--- src/rtl/ha_array_pkg.sv ---
// ha_array_pkg: shared constants, FSM state enum and row-pair type
// for the ha_array partial-product accumulator.
package ha_array_pkg;

  localparam int ROWS      = 4;
  localparam int ROW_SHIFT = 2;
  localparam int T_W       = 9;
  localparam int B_W       = 7;
  localparam int B_OFS     = 2;
  localparam int P_W       = 16;

  // two guard bits catch the wrap past 2^P_W
  localparam int ACC_W = P_W + 2;
  localparam int CNT_W = $clog2(ROWS);
  localparam int SH_W  = 5;

  typedef enum logic [1:0] {
    IDLE,
    ACC,
    DONE
  } state_e;

  typedef struct packed {
    logic [B_W-1:0] b;
    logic [T_W-1:0] t;
  } row_pair_t;

endpackage

--- src/rtl/ha_row_weight.sv ---
// ha_row_weight: combinational weight of one row pair.
// Ports: row_i (b,t pair), idx_i (row index), contrib_o (ACC_W-bit value).
module ha_row_weight
  import ha_array_pkg::*;
(
  input  row_pair_t        row_i,
  input  logic [CNT_W-1:0] idx_i,
  output logic [ACC_W-1:0] contrib_o
);

  logic [SH_W-1:0]  sh_t;
  logic [SH_W-1:0]  sh_b;
  logic [ACC_W-1:0] t_ext;
  logic [ACC_W-1:0] b_ext;

  always_comb begin
    sh_t  = SH_W'(ROW_SHIFT) * SH_W'(idx_i);
    sh_b  = sh_t + SH_W'(B_OFS);
    t_ext = ACC_W'(row_i.t);
    b_ext = ACC_W'(row_i.b);
    contrib_o = (t_ext << sh_t) + (b_ext << sh_b);
  end

endmodule

--- src/rtl/ha_array_accumulator.sv ---
// ha_array_accumulator: captures four (b,t) rows, sums one row per cycle,
// returns product/overflow. Ports: clk, rst, in_valid/in_ready, row inputs,
// out_valid/out_ready, product, overflow.
module ha_array_accumulator
  import ha_array_pkg::*;
(
  input  logic           clk,
  input  logic           rst,
  input  logic           in_valid,
  output logic           in_ready,
  input  logic [T_W-1:0] ha_array_0_t,
  input  logic [B_W-1:0] ha_array_0_b,
  input  logic [T_W-1:0] ha_array_1_t,
  input  logic [B_W-1:0] ha_array_1_b,
  input  logic [T_W-1:0] ha_array_2_t,
  input  logic [B_W-1:0] ha_array_2_b,
  input  logic [T_W-1:0] ha_array_3_t,
  input  logic [B_W-1:0] ha_array_3_b,
  output logic           out_valid,
  input  logic           out_ready,
  output logic [P_W-1:0] product,
  output logic           overflow
);

  state_e                 state_q, state_d;
  row_pair_t [ROWS-1:0]   rows_q, rows_d;
  logic [CNT_W-1:0]       cnt_q, cnt_d;
  logic [ACC_W-1:0]       acc_q, acc_d;
  logic [P_W-1:0]         product_q, product_d;
  logic                   overflow_q, overflow_d;

  row_pair_t              cur_row;
  logic [ACC_W-1:0]       contrib;

  assign cur_row = rows_q[cnt_q];

  ha_row_weight u_weight (
    .row_i     (cur_row),
    .idx_i     (cnt_q),
    .contrib_o (contrib)
  );

  always_ff @(posedge clk) begin
    if (rst) begin
      state_q    <= IDLE;
      rows_q     <= '0;
      cnt_q      <= '0;
      acc_q      <= '0;
      product_q  <= '0;
      overflow_q <= 1'b0;
    end else begin
      state_q    <= state_d;
      rows_q     <= rows_d;
      cnt_q      <= cnt_d;
      acc_q      <= acc_d;
      product_q  <= product_d;
      overflow_q <= overflow_d;
    end
  end

  always_comb begin
    state_d    = state_q;
    rows_d     = rows_q;
    cnt_d      = cnt_q;
    acc_d      = acc_q;
    product_d  = product_q;
    overflow_d = overflow_q;
    in_ready   = 1'b0;
    out_valid  = 1'b0;
    unique case (state_q)
      IDLE: begin
        in_ready = 1'b1;
        if (in_valid) begin
          rows_d[0].t = ha_array_0_t;
          rows_d[0].b = ha_array_0_b;
          rows_d[1].t = ha_array_1_t;
          rows_d[1].b = ha_array_1_b;
          rows_d[2].t = ha_array_2_t;
          rows_d[2].b = ha_array_2_b;
          rows_d[3].t = ha_array_3_t;
          rows_d[3].b = ha_array_3_b;
          acc_d   = '0;
          cnt_d   = '0;
          state_d = ACC;
        end
      end
      ACC: begin
        acc_d = acc_q + contrib;
        cnt_d = cnt_q + 1'b1;
        if (cnt_q == CNT_W'(ROWS - 1)) begin
          // result registers load once, then hold until the next set
          product_d  = acc_d[P_W-1:0];
          overflow_d = |acc_d[ACC_W-1:P_W];
          state_d    = DONE;
        end
      end
      DONE: begin
        out_valid = 1'b1;
        if (out_ready) begin
          state_d = IDLE;
        end
      end
      default: begin
        state_d = IDLE;
      end
    endcase
  end

  assign product  = product_q;
  assign overflow = overflow_q;

endmodule

--- config.mk ---
export PLATFORM = sky130hd
export DESIGN_NAME = ha_array_accumulator
export DESIGN_NICKNAME = d
export VERILOG_FILES = /design/src/rtl/ha_array_pkg.sv /design/src/rtl/ha_row_weight.sv /design/src/rtl/ha_array_accumulator.sv
export SDC_FILE = /design/constraint.sdc
export NUM_CORES = 1
export LEC_CHECK = 0
export ABC_AREA = 1
export CAP_MARGIN = 20
export CORE_ASPECT_RATIO = 1.2
export CORE_MARGIN = 2
export CORE_UTILIZATION = 55
export CTS_CLUSTER_DIAMETER = 200
export DETAILED_ROUTE_END_ITERATION = 10
export GPL_ROUTABILITY_DRIVEN = 0
export PLACE_DENSITY_LB_ADDON = 0.15
export SYNTH_ARGS = -nofsm -noshare
export SYNTH_HDL_FRONTEND = slang
export SYNTH_SLANG_ARGS = --single-unit
--- constraint.sdc ---
create_clock -name clk -period 3.8 [get_ports clk]
set_clock_uncertainty 0.1 [all_clocks]
set_input_delay 0.76 -clock clk [delete_from_list [all_inputs] [get_ports clk]]
set_output_delay 0.76 -clock clk [all_outputs]
set_load 0.05 [all_outputs]
==> results of run 1 <==
==> layout make-up <==
type,instances,area (um^2),share of cell area
inverters,60,228,0.0319
multi-input cells,645,3350,0.470
clock inverters,6,75.1,0.0105
flip-flops and latches,103,2060,0.289
well taps,129,161,0.0226
clock buffers,10,239,0.0335
repair buffers,104,1010,0.142
==> layer usage <==
metal	vias to the layer above	routed length, um	global-route usage
met5	-	0	0
met2	152	7460	0.470
li1	2893	-	-
met3	41	582	0.0309
met1	2582	6440	0.309
met4	0	610	0.144
==> worst paths after layout <==
| path | to | slack [ps] | cells after the start |
|---|---|---|---|
| hold reg to reg | acc_q[0]$_SDFFE_PP0P_ | 360 | 2 |
| setup reg to reg | overflow$_SDFFE_PP0P_ | 220 | 19 |
| hold / removal | acc_q[0]$_SDFFE_PP0P_ | 360 | 2 |
| setup / recovery | overflow$_SDFFE_PP0P_ | 220 | 19 |
==> logic make-up after synthesis <==
kind of cell / count (synthesis)
XOR/XNOR: 9
buffers and inverters: 108
adder cells (fa/ha/maj): 35
AND/OR/NAND/NOR: 423
flip-flops: 103
AO/OA/AOI/OAI: 178
==> metrics by stage <==
stage,area [um^2],hold slack (ps),std cells,setup WS (ps)
CTS,7090,368,1057,55.3
global route,7130,378,1057,7.92
finish,7130,365,1057,219
global placement,6770,352,1041,203
floorplan,5840,330,856,412
detailed placement,6770,357,1041,61.0
==> repair_timing <==
item                                    in CTS  in global routing
endpoints found under the setup margin       0                 18
hold buffers                                 0                  0
gates resized for setup                      0                  9
endpoints found under the hold margin        0                  0
buffers inserted                             0                  0
==> cell usage in the layout (no fill, tap or decap), types with 18 or more instances in the layout <==
cell type	netlist	final
nand2_1	195	194
nor2_1	168	167
dfxtp_1	103	102
clkdlybuf4s50_1	0	86
o21ai_0	70	70
inv_1	54	54
a21oi_1	50	49
nand3_1	40	40
o21ai_1	25	24
ha_1	19	18
==> Yosys cell counts, types with 3 or more instances <==
| library cell | instances | area, um^2 |
|---|---|---|
| o21bai_1 | 8 | 60.1 |
| inv_1 | 54 | 203 |
| o21ai_0 | 70 | 350 |
| o21a_1 | 3 | 22.5 |
| nor2_2 | 3 | 18.8 |
| a32o_1 | 5 | 50.1 |
| nor2_1 | 168 | 631 |
| fa_1 | 16 | 320 |
| dfxtp_1 | 103 | 2060 |
| clkbuf_1 | 22 | 82.6 |
| inv_2 | 6 | 22.5 |
| nand2_1 | 195 | 732 |
| buf_2 | 17 | 85.1 |
| o21ai_1 | 25 | 125 |
| a21oi_1 | 50 | 250 |
| nor3_1 | 6 | 30.0 |
| ha_1 | 19 | 238 |
| buf_4 | 4 | 30.0 |
| xor2_1 | 7 | 61.3 |
| buf_6 | 3 | 33.8 |
| a21oi_2 | 5 | 43.8 |
| nand3_1 | 40 | 200 |
| nand4_1 | 3 | 18.8 |
==> worst reg2reg max path, stage by stage, from the launching register on <==
cell and delay (ps):
dfxtp_2 390, buf_6 190, buf_4 160, nand2_1 50
a32o_1 260, nor2_1 140, o21ai_1 100, o21ai_1 200
fa_1 450, ha_1 370, nand2_1 150, inv_1 60
a21oi_1 190, nand2_2 120, a21oi_1 180, nand3_1 120
nand2_1 80, nand3_1 60, nand2_1 80, inv_1 40
==> state kept, by name, indices dropped and copies added (netlist names) <==
| signal | count |
|---|---|
| overflow | 1 |
| cnt_q | 2 |
| rows_q | 64 |
| acc_q | 18 |
| state_q | 2 |
| product | 16 |
==> power by group through the flow <==
stage / Clock (uW) / Combinational, uW / Sequential [uW]
final: 974 / 953 / 1220
after global routing: 1030 / 1060 / 1230
after CTS: 982 / 919 / 1220
after detailed placement: 0 / 909 / 1240
after global placement: 0 / 879 / 1240
after floorplan: 0 / 657 / 1220
==> reports/metrics.yaml, run 1 <==
synth_adder_area_share: 0.0956
drt_first_pass_iters: 6
vias_per_cell: 5.36
setup_viol: 0
grt_antenna_before_repair: 0
seqPwrFrac: 0.388
synth-seq-cells: 103
outcome: "finished, final reports clean"
syn-cell-area_mm2: 0.00584
yosysWarnings: 0
wl_per_cell_um: 14.3
grt_pass1_vias: 5386
drc: 0
die_x_um: 98.1
final_util: 0.684
vias: 5668
worst_setup_path_start_kind: "flip-flop"
maxSlewHeadroom: 0.538
period_share: 0.942
holdCritPathClass: "flip-flop to flip-flop"
maxClockFrequency_mhz: 279
synthXorXnorAreaFrac: 0.0135
cp_cell_sequence: "buf_6, buf_4, nand2_1, a32o_1, nor2_1, o21ai_1, o21ai_1, fa_1, ha_1, nand2_1, inv_1, a21oi_1, nand2_2, a21oi_1, nand3_1, nand2_1, nand3_1, nand2_1, inv_1"
worst_slew_pin_slew_ps: 692
drv_slew: 0
powerDensity_mw_per_mm2: 441
fin_crit_ps: 3580
core.rowCount: 41
synthMuxAreaShare: 0
total_power_uw: 3150
critPathKind: "flip-flop to flip-flop"
numCtsBuffers: 9
ant_nets: 0
area_growth_pct: 22.1
r2r-start: "cnt_q[0]$_SDFFE_PP0P_"
die_y_um: 117
path_clk_slew_ps: 70
synth_ff_type: "dfxtp_1"
root_buffer: "clkbuf_16"
cap_violations: 0
end_kind: "flip-flop"
netlist_instances: 856
p_sw_frac: 0.343
crit_path_start: "cnt_q[0]$_SDFFE_PP0P_"
power_frac_clock: 0.309
io_buffers: 86
comb_power_share: 0.303
postSynthAreaPerCell_um2: 6.82
cts_max_path_buffers: 2
overflow: 0
start_util: 0.561
intPower_uw: 2070
ys_seq_area_frac: 0.353
vdd_ir_drop_max_mv: 0.201
ys_types: 38
grt_start_max_net_pins: 67
rsz0062_at_grt: "no"
clk_latency_ps: 350
grtUsageTotal: 0.263
cp_num_buf_inv: 4
synth-edff-count: 0
dieArea_mm2: 0.0115
synth-compound-area-share: 0.170
nFillCells: 900
critPathArrivalTime_ps: 3740
cp.required_ps: 3960
drt-total-wl_mm: 15.1
critical_path.top_delay_family: "compound AO/OA/AOI/OAI gates"
clock-sinks: 103
fin_nets: 1026
worstHoldStart: "acc_q[0]$_SDFFE_PP0P_"
ios: 87
critPathMaxStageDelay_ps: 450
core_area_mm2: 0.0104
synth-simple-area-share: 0.288
leakage_uw: 0.00314
p_sw_uw: 1080
hold_viol: 0
diodes: 0
cp_max_fo: 18
synthArstFlopShare: 0
cp_slowest_cell: "fa_1"
cts_tree: "built"
drt_iter0_drc: 224
layout-drive-gt1-share: 0.0668
dpl.hpwl_mm: 11.4
syn-num-nets: 959
synth_top_family_by_area: "simple AND/OR/NAND/NOR gates"
grt_pass1_wl_mm: 24.4
setup_tns_ps: 0
path_common_cell: "nand2_1"
htreeDepth: 3
(Power assumes the default switching activity.)
==> inputs of run 2 (changes only) <==
--- a/config.mk
+++ b/config.mk
@@ -12,8 +12,9 @@
 export CORE_UTILIZATION = 55
 export CTS_CLUSTER_DIAMETER = 200
 export DETAILED_ROUTE_END_ITERATION = 10
-export GPL_ROUTABILITY_DRIVEN = 0
+export GPL_ROUTABILITY_DRIVEN = 1
 export PLACE_DENSITY_LB_ADDON = 0.15
+export SKIP_LAST_GASP = 1
 export SYNTH_ARGS = -nofsm -noshare
 export SYNTH_HDL_FRONTEND = slang
 export SYNTH_SLANG_ARGS = --single-unit
==> reports/metrics.yaml, run 2 (synthesis results as in run 1) <==
outcome: "finished, final reports clean"
root_buffer: "clkbuf_16"
drc: 0
diodes: 0
gp_congestion: 0.929
drt-total-wl_mm: 15.2
die_x_um: 98.1
grt_pass1_wl_mm: 24.6
cts_max_path_buffers: 2
setup_tns_ps: 0
wl_per_cell_um: 14.3
maxSlewHeadroom: 0.596
max_flop_register: "rows_q"
critPathArrivalTime_ps: 3710
vias: 5663
ant_nets: 0
start_util: 0.561
end_kind: "flip-flop"
vdd_ir_drop_max_mv: 0.242
holdCritPathClass: "flip-flop to flip-flop"
die_y_um: 117
layout-drive-gt1-share: 0.0625
p_sw_frac: 0.325
place_ws_ps: -19.6
p_sw_uw: 1040
cp.required_ps: 3950
drv_slew: 0
cp_max_fo: 19
clock-sinks: 103
final_common_cell: "nand2_1"
fin_cells: 1057
intPower_uw: 2160
power_frac_clock: 0.324
drt_iter0_drc: 258
final_cell_mix: "194 x nand2_1, 168 x nor2_1, 101 x dfxtp_1"
numCtsBuffers: 9
worst_slew_pin_slew_ps: 607
drt_first_pass_iters: 6
htreeDepth: 3
fin_nets: 1028
area_growth_pct: 22.6
cap_violations: 0
cts_tree: "built"
grt_antenna_before_repair: 0
core_area_mm2: 0.0104
path_clk_slew_ps: 70
grt_pass1_vias: 5340
powerDensity_mw_per_mm2: 446
rsz0062_at_grt: "yes"
hold_viol: 0
nFillCells: 901
largest_register_ffs: 64
worst_setup_path_start_kind: "flip-flop"
grt_start_max_net_pins: 73
total_power_uw: 3200
post-cts-setup-buffers: 0
fin_crit_ps: 3560
grtUsageTotal: 0.267
comb_power_share: 0.294
clk_latency_ps: 350
setup_viol: 0
overflow: 0
core.rowCount: 41
maxClockFrequency_mhz: 281
io_buffers: 86
dp.cells: 1043
period_share: 0.937
critPathKind: "flip-flop to flip-flop"
dieArea_mm2: 0.0115
seqPwrFrac: 0.382
vias_per_cell: 5.36
leakage_uw: 0.00316
ios: 87
dpl.hpwl_mm: 11.7
worst_slack_ps: 238
[run 2: path summary, 6_finish.rpt]
check | from | to | slack, ps | cells past startpoint
max | cnt_q[1]$_SDFFE_PP0P_ | overflow$_SDFFE_PP0P_ | 240 | 18
min | product[0]$_SDFFE_PP0P_ | product[0]$_SDFFE_PP0P_ | 360 | 2
max reg2reg | cnt_q[1]$_SDFFE_PP0P_ | overflow$_SDFFE_PP0P_ | 240 | 18
min reg2reg | product[0]$_SDFFE_PP0P_ | product[0]$_SDFFE_PP0P_ | 360 | 2
[run 2: routing by layer]
| layer | vias to the layer above | track usage | part of all wire |
|---|---|---|---|
| met4 | 0 | 0.123 | 0.032 |
| met2 | 140 | 0.474 | 0.50 |
| li1 | 2890 | - | - |
| met3 | 34 | 0.0368 | 0.033 |
| met1 | 2599 | 0.323 | 0.43 |
| met5 | - | 0 | 0 |
[run 2: cell type report]
class | instances | area (um^2) | share of cell area
Clock buffer | 9 | 225 | 0.0315
Inverter | 60 | 225 | 0.0315
Tap cell | 129 | 161 | 0.0225
Clock inverter | 5 | 106 | 0.0149
Multi-Input combinational cell | 645 | 3340 | 0.466
Sequential cell | 103 | 2060 | 0.288
Timing Repair Buffer | 106 | 1040 | 0.145
[run 2: worst max-delay path, stage by stage, from the launching register on]
cell      delay, ps
dfxtp_2         360
inv_2           200
buf_12          180
a21oi_1          50
a32o_1          240
o21ai_1         240
o21bai_1        150
fa_1            500
inv_1            40
ha_1            350
a21oi_1         250
o21a_1          210
nor2_1           70
nor2_1          150
nand3b_1        120
nand2_1          90
nand3_1          70
nand2_1          70
inv_1            30
[run 2: repair_timing]
| item | 4_1_cts | 5_1_grt |
|---|---|---|
| resized for setup | 1 | 5 |
| setup endpoints to repair | 3 | 13 |
| hold buffers | 0 | 0 |
[run 2: through the flow]
stage | instance area, um^2 | utilization | hold WS, ps
floorplan | 5840 | - | 330
global placement | 6800 | 0.653 | 353
detailed placement | 6800 | 0.653 | 353
CTS | 7140 | 0.685 | 362
global route | 7160 | 0.688 | 384
finish | 7160 | 0.688 | 363
[run 2: power by group through the flow]
stage	clock (uW)	combinational, uW	sequential (uW)
finish	1040	939	1220
global route	1090	1050	1230
CTS	1050	928	1220
detailed placement	0	921	1240
global placement	0	905	1240
floorplan	0	657	1220
